## src/rtl/gb_cpu_instr_fetch_pkg.sv

```systemverilog
// Shared types and constants for the instruction-boundary fetch stage:
// interrupt sources, vector base and the run/halt state encoding.
package gb_cpu_instr_fetch_pkg;

  typedef enum logic [2:0] {
    INT_VBLANK,
    INT_STAT,
    INT_TIMER,
    INT_SERIAL,
    INT_JOYPAD
  } int_src_t;

  typedef enum logic {
    FETCH_RUN,
    FETCH_HALT
  } fetch_state_t;

  localparam logic [7:0] INT_VECTOR_BASE = 8'h40;

  // Each interrupt source owns an 8-byte slot above the vector base.
  function automatic logic [7:0] int_vector(input logic [4:0] idx);
    return INT_VECTOR_BASE + {idx, 3'b000};
  endfunction

endpackage

```

## src/rtl/gb_cpu_instr_fetch_int_priority.sv

```systemverilog
// Fixed-priority interrupt resolver: bit 0 of pending is the highest priority.
module gb_cpu_int_priority #(
  parameter int unsigned NUM_INT = 5,
  parameter int unsigned IDX_W   = (NUM_INT > 1) ? $clog2(NUM_INT) : 1
) (
  input  logic [NUM_INT-1:0] pending,
  output logic               any_pend,
  output logic [IDX_W-1:0]   idx,
  output logic [NUM_INT-1:0] onehot
);

  always_comb begin
    any_pend = |pending;
    idx      = '0;
    onehot   = '0;
    // Walk from the lowest priority down so the last hit is the winner.
    for (int unsigned i = NUM_INT; i > 0; i--) begin
      if (pending[i-1]) begin
        idx    = IDX_W'(i - 1);
        onehot = NUM_INT'(1) << (i - 1);
      end
    end
  end

endmodule

```

## src/rtl/gb_cpu_instr_fetch.sv

```systemverilog
// Instruction-boundary stage: latches the next opcode, tracks CB prefix,
// IME and HALT, and injects the interrupt-dispatch pseudo-instruction.
module gb_cpu_instr_fetch
  import gb_cpu_instr_fetch_pkg::*;
#(
  parameter int unsigned NUM_INT      = 5,
  parameter logic [7:0]  RESET_OPCODE = 8'h00
) (
  input  logic               clk,
  input  logic               reset,
  input  logic               last_m_cycle_i,
  input  logic [7:0]         data_bus_i,
  input  logic               cb_prefix_i,
  input  logic               enable_interrupts,
  input  logic               enable_interrupts_imm,
  input  logic               disable_interrupts,
  input  logic               halt_req,
  input  logic [NUM_INT-1:0] int_flag,
  input  logic [NUM_INT-1:0] int_enable,
  output logic [7:0]         opcode_o,
  output logic               cb_prefix_o,
  output logic               int_dispatch_o,
  output logic [7:0]         int_vector_o,
  output logic [NUM_INT-1:0] int_ack_o,
  output logic               ime_o,
  output logic               halted_o
);

  localparam int unsigned IDX_W = (NUM_INT > 1) ? $clog2(NUM_INT) : 1;

  fetch_state_t       state;
  logic               any_pend;
  logic [IDX_W-1:0]   idx;
  logic [NUM_INT-1:0] onehot;
  logic               boundary;
  logic               take_int;
  logic               dispatch;
  logic               enter_halt;
  logic               ime_next;

  gb_cpu_int_priority #(
    .NUM_INT (NUM_INT),
    .IDX_W   (IDX_W)
  ) u_int_priority (
    .pending  (int_flag & int_enable),
    .any_pend (any_pend),
    .idx      (idx),
    .onehot   (onehot)
  );

  assign halted_o = (state == FETCH_HALT);

  // take_int only clears IME when it actually becomes a dispatch, so a
  // pending interrupt seen mid-instruction is not lost.
  always_comb begin
    boundary   = last_m_cycle_i && (state == FETCH_RUN);
    take_int   = any_pend && ime_o && !disable_interrupts && !cb_prefix_i;
    dispatch   = take_int && (boundary || (state == FETCH_HALT));
    enter_halt = boundary && halt_req && !any_pend;
    ime_next   = ime_o;
    if (dispatch)                             ime_next = 1'b0;
    else if (disable_interrupts)              ime_next = 1'b0;
    else if (enable_interrupts_imm)           ime_next = 1'b1;
    else if (enable_interrupts && boundary)   ime_next = 1'b1;
  end

  always_ff @(posedge clk) begin
    if (reset) begin
      state          <= FETCH_RUN;
      opcode_o       <= RESET_OPCODE;
      cb_prefix_o    <= 1'b0;
      int_dispatch_o <= 1'b0;
      int_vector_o   <= '0;
      int_ack_o      <= '0;
      ime_o          <= 1'b0;
    end else begin
      int_ack_o <= '0;
      ime_o     <= ime_next;
      if (dispatch) begin
        state          <= FETCH_RUN;
        int_dispatch_o <= 1'b1;
        int_vector_o   <= int_vector(5'(idx));
        int_ack_o      <= onehot;
        cb_prefix_o    <= 1'b0;
      end else if (enter_halt) begin
        state <= FETCH_HALT;
      end else if (boundary) begin
        opcode_o       <= data_bus_i;
        cb_prefix_o    <= cb_prefix_i;
        int_dispatch_o <= 1'b0;
      end else if ((state == FETCH_HALT) && any_pend) begin
        state          <= FETCH_RUN;
        opcode_o       <= data_bus_i;
        cb_prefix_o    <= 1'b0;
        int_dispatch_o <= 1'b0;
      end
    end
  end

endmodule
```

## config.mk

```make
export PLATFORM = sky130hd
export DESIGN_NAME = gb_cpu_instr_fetch
export DESIGN_NICKNAME = d
export VERILOG_FILES = /design/src/rtl/gb_cpu_instr_fetch_pkg.sv /design/src/rtl/gb_cpu_instr_fetch_int_priority.sv /design/src/rtl/gb_cpu_instr_fetch.sv
export SDC_FILE = /design/constraint.sdc
export NUM_CORES = 1
export LEC_CHECK = 0
export CORE_MARGIN = 4
export CORE_UTILIZATION = 40
export DETAILED_ROUTE_END_ITERATION = 6
export GPL_TIMING_DRIVEN = 0
export HOLD_SLACK_MARGIN = 0.03
export PLACE_DENSITY_LB_ADDON = 0.15
export SLEW_MARGIN = 15
export SYNTH_ARGS = -nofsm -noshare
export SYNTH_HDL_FRONTEND = slang
export SYNTH_SLANG_ARGS = --single-unit
export TNS_END_PERCENT = 20
```

## constraint.sdc

```tcl
create_clock -name clk -period 2.5 [get_ports clk]
set_clock_uncertainty 0.1 [all_clocks]
set_input_delay 0.75 -clock clk [delete_from_list [all_inputs] [get_ports clk]]
set_output_delay 0.75 -clock clk [all_outputs]
set_load 0.1 [all_outputs]
```

==> key figures <==
Route
  • Post-route ant nets: 0
  • Detailed Route Iter0 Violations: 19
  • DRC: 0
  • Via count: 901
  • Pre-Repair DR Iteration Count: 4
  • WL final: about 2400 um
  • DR WL/cell: between 10 and 15 um
  • Drt via density: between 4 and 5

Synth
  • Post-Syn Area per Cell: 9.24 um2
  • Top_reg_cell synth: dfxtp_1
  • Cells after Synth: a little over 100
  • Synth area leaders: dfxtp_1 45%, mux2i_1 9.7%, nand2_1 9.2%
  • Post-synth cell types: 32
  • Yosys warns: 0
  • Post-Synthesis Cell Area: 933 um2
  • Count leader, synth: nand2_1
  • Asr flop ratio synth: 0
  • Largest area contributor in the netlist: dfxtp_1
  • Yosys top cell area share: 0.450
  • Register area share after synthesis: 0.450
  • Post-synth EDFFs: 0
  • Synth Register Bits: 21
  • Synth top cells by count: 23 x nand2_1, 21 x dfxtp_1, 10 x nor2_1

Global route
  • Total GRT Usage: 0.154
  • First-pass GRT wire length: just under 4000 um
  • Grt ovf: 0
  • Pin count of the biggest net entering global routing: 13
  • Vias in the first global route: 891
  • Initial antenna violation count: 0

Timing
  • Unrepaired setup endpoints after global routing: false
  • Worst-Margin Slew: 0.970 ns
  • Tcrit/Tclk final: 0.952
  • Max Slew Vio Count: 0
  • Final hold vios: 0
  • Slew headroom: 0.356
  • Fmax achieved: 0.420 GHz
  • Fin Setup TNS: 0 ns
  • # setup viols final: 0
  • Min cycle time layout: 2.38 ns

Layout
  • Share of layout cells above drive strength 1: 0.110
  • Final instance area: 1440 um2
  • Antenna Cells: 0
  • Fillers: 210
  • Nets: 181
  • Register area: 420 um2
  • Synth-to-Final Area Change: 54.7%
  • Area of the multi-input gates: ~480 um2

Clocking
  • CTS Buf Count: 3
  • Root buf cell: clkbuf_4
  • # Post-CTS Setup Buffers: 0
  • Clock buffer depth: 2
  • CTS tree: done
  • Max H-tree Level: 1
  • Clock transition at path regs: 0.12 ns
  • Clk_lat worst skew: 0.30 ns
  • Sink Count: 21

Setup path
  • Crit path max-delay family: buffers and inverters
  • Critical path type: reg -> out
  • CP cell instances: dlygate4sd2_1
  • Critical Path RT: 1.65 ns
  • Max stage delay on crit path: roughly 0.86 ns
  • Critical register-to-register path startpoint: ime_o
  • CP arrival: 1.53 ns
  • Slowest CP cell: dlygate4sd2_1
  • Worst Path Buf+Inv: 1
  • CP Max Fanout: 3
  • Register-to-register setup slack: roughly 0.9 ns
  • Reg2reg path depth: 4
  • CP startpoint kind: flip-flop
  • Worst r2r dst: int_vector_o[3]
  • CP endpoint kind: output port

Worst hold path
  • Hold path start: opcode_o[2]
  • Worst Hold Class: reg -> reg
  • Cells on Worst Hold Path: 2
  • Min-Delay Endpoint: opcode_o[2]

Placed design
  • Port bufs: 46
  • Detail Placement HPWL: 1870 um
  • Gpl congestion: 0.788
  • Placement Cell Area: about 1400 um2

Die
  • Die H: about 56 um
  • DIE AREA: 3170 um2
  • Initial cell density of the core: 0.422
  • Die Wd: 56.3 um
  • Num rows: 17
  • Top Ports: 51
  • Core region area: 2210 um2

Outcome
  • Status: complete, no violations

Job
  • Max-cap violation count: 0

Pwr
  • PD cells: 538 nW/um2
  • VDD IR max: 407 uV
  • Power, Total: 0.776 mW
  • Leak: 0.705 nW
## what timing repair did
| item | in CTS | in global routing |
|---|---|---|
| resized for setup | 23 | 0 |
| endpoints found under the setup margin | 21 | 0 |
| hold buffers | 0 | 0 |
## flip-flops by register name (all words and copies together), names as in the netlist
register        flops
cb_prefix_o         1
int_ack_o           5
halted_o            1
opcode_o            8
int_dispatch_o      1
int_vector_o        4
ime_o               1
## per-layer routing
layer | track usage | routed length, um | vias to the layer above
met5 | 0 | 0 | -
met4 | 0.0508 | 25 | 0
met3 | 0.0506 | 171 | 4
met2 | 0.267 | 1120 | 31
met1 | 0.178 | 1040 | 408
li1 | - | - | 458
## cell usage in the layout (no fill, tap or decap)
master	Yosys	routed
and3b_1	1	1
o2bb2ai_1	2	2
a211oi_2	1	1
a21boi_1	1	1
a22oi_2	1	1
mux2i_1	9	9
a21o_1	2	2
a22oi_4	1	1
clkbuf_1	1	1
or3b_2	1	1
a32o_1	1	1
or3b_4	1	1
o22ai_1	1	1
a21bo_4	1	1
a21oi_1	1	1
clkdlybuf4s15_2	0	1
nor4_1	1	1
clkdlybuf4s50_1	0	25
nor3_1	2	2
nand4_1	1	1
a31oi_1	1	1
nand3_1	5	5
a211oi_1	1	1
clkinv_2	0	1
clkinv_1	1	1
buf_4	4	4
a222oi_1	1	1
nor2_2	1	1
clkbuf_4	0	3
dlygate4sd2_1	0	20
o211a_1	1	1
nor2_1	10	10
buf_6	1	1
dfxtp_1	21	21
conb_1	1	4
nand2b_1	1	1
nand2_1	23	23
## report_power, final
group          internal [mW]  total [mW]  switching [mW]
Clock                 0.0597       0.164           0.104
Combinational         0.0817       0.258           0.177
Sequential             0.348       0.354         0.00661
## final cells by class
type,instances,share of cell area
timing repair buffer,46,0.302
sequential,21,0.291
tap,28,0.0243
multi-input combinational,76,0.329
clock buffer,3,0.0156
buffer,6,0.0312
clock inverter,1,0.00347
inverter,1,0.00260
## logic make-up after synthesis
family,after synthesis,share of synthesized area
simple gates,47,0.228
other cells,1,0.00402
buf+inv,7,0.0523
mux,9,0.0965
flops,21,0.450
compound gates,16,0.169
## metrics by stage
stage	hold WS, ns	utilization	std cells	setup WS, ns
after floorplan	0.719	-	104	0.315
after global placement	0.344	0.651	178	0.0128
after detailed placement	0.358	0.651	178	0.0225
after CTS	0.375	0.653	182	0.105
after global routing	0.388	0.653	182	0.0681
final	0.367	0.653	182	0.120
## how the worst max path moves through the flow
stage | from | to | slack (ns) | cells after the start
after floorplan | ime_o | opcode_o[0] | 0.31 | 5
after global placement | disable_interrupts | int_vector_o[3] | 0.01 | 5
after detailed placement | disable_interrupts | int_vector_o[3] | 0.02 | 5
after CTS | cb_prefix_o | cb_prefix_o | 0.11 | 1
after global routing | cb_prefix_o | cb_prefix_o | 0.07 | 1
final | cb_prefix_o | cb_prefix_o | 0.12 | 1
(Power assumes the default switching activity.)
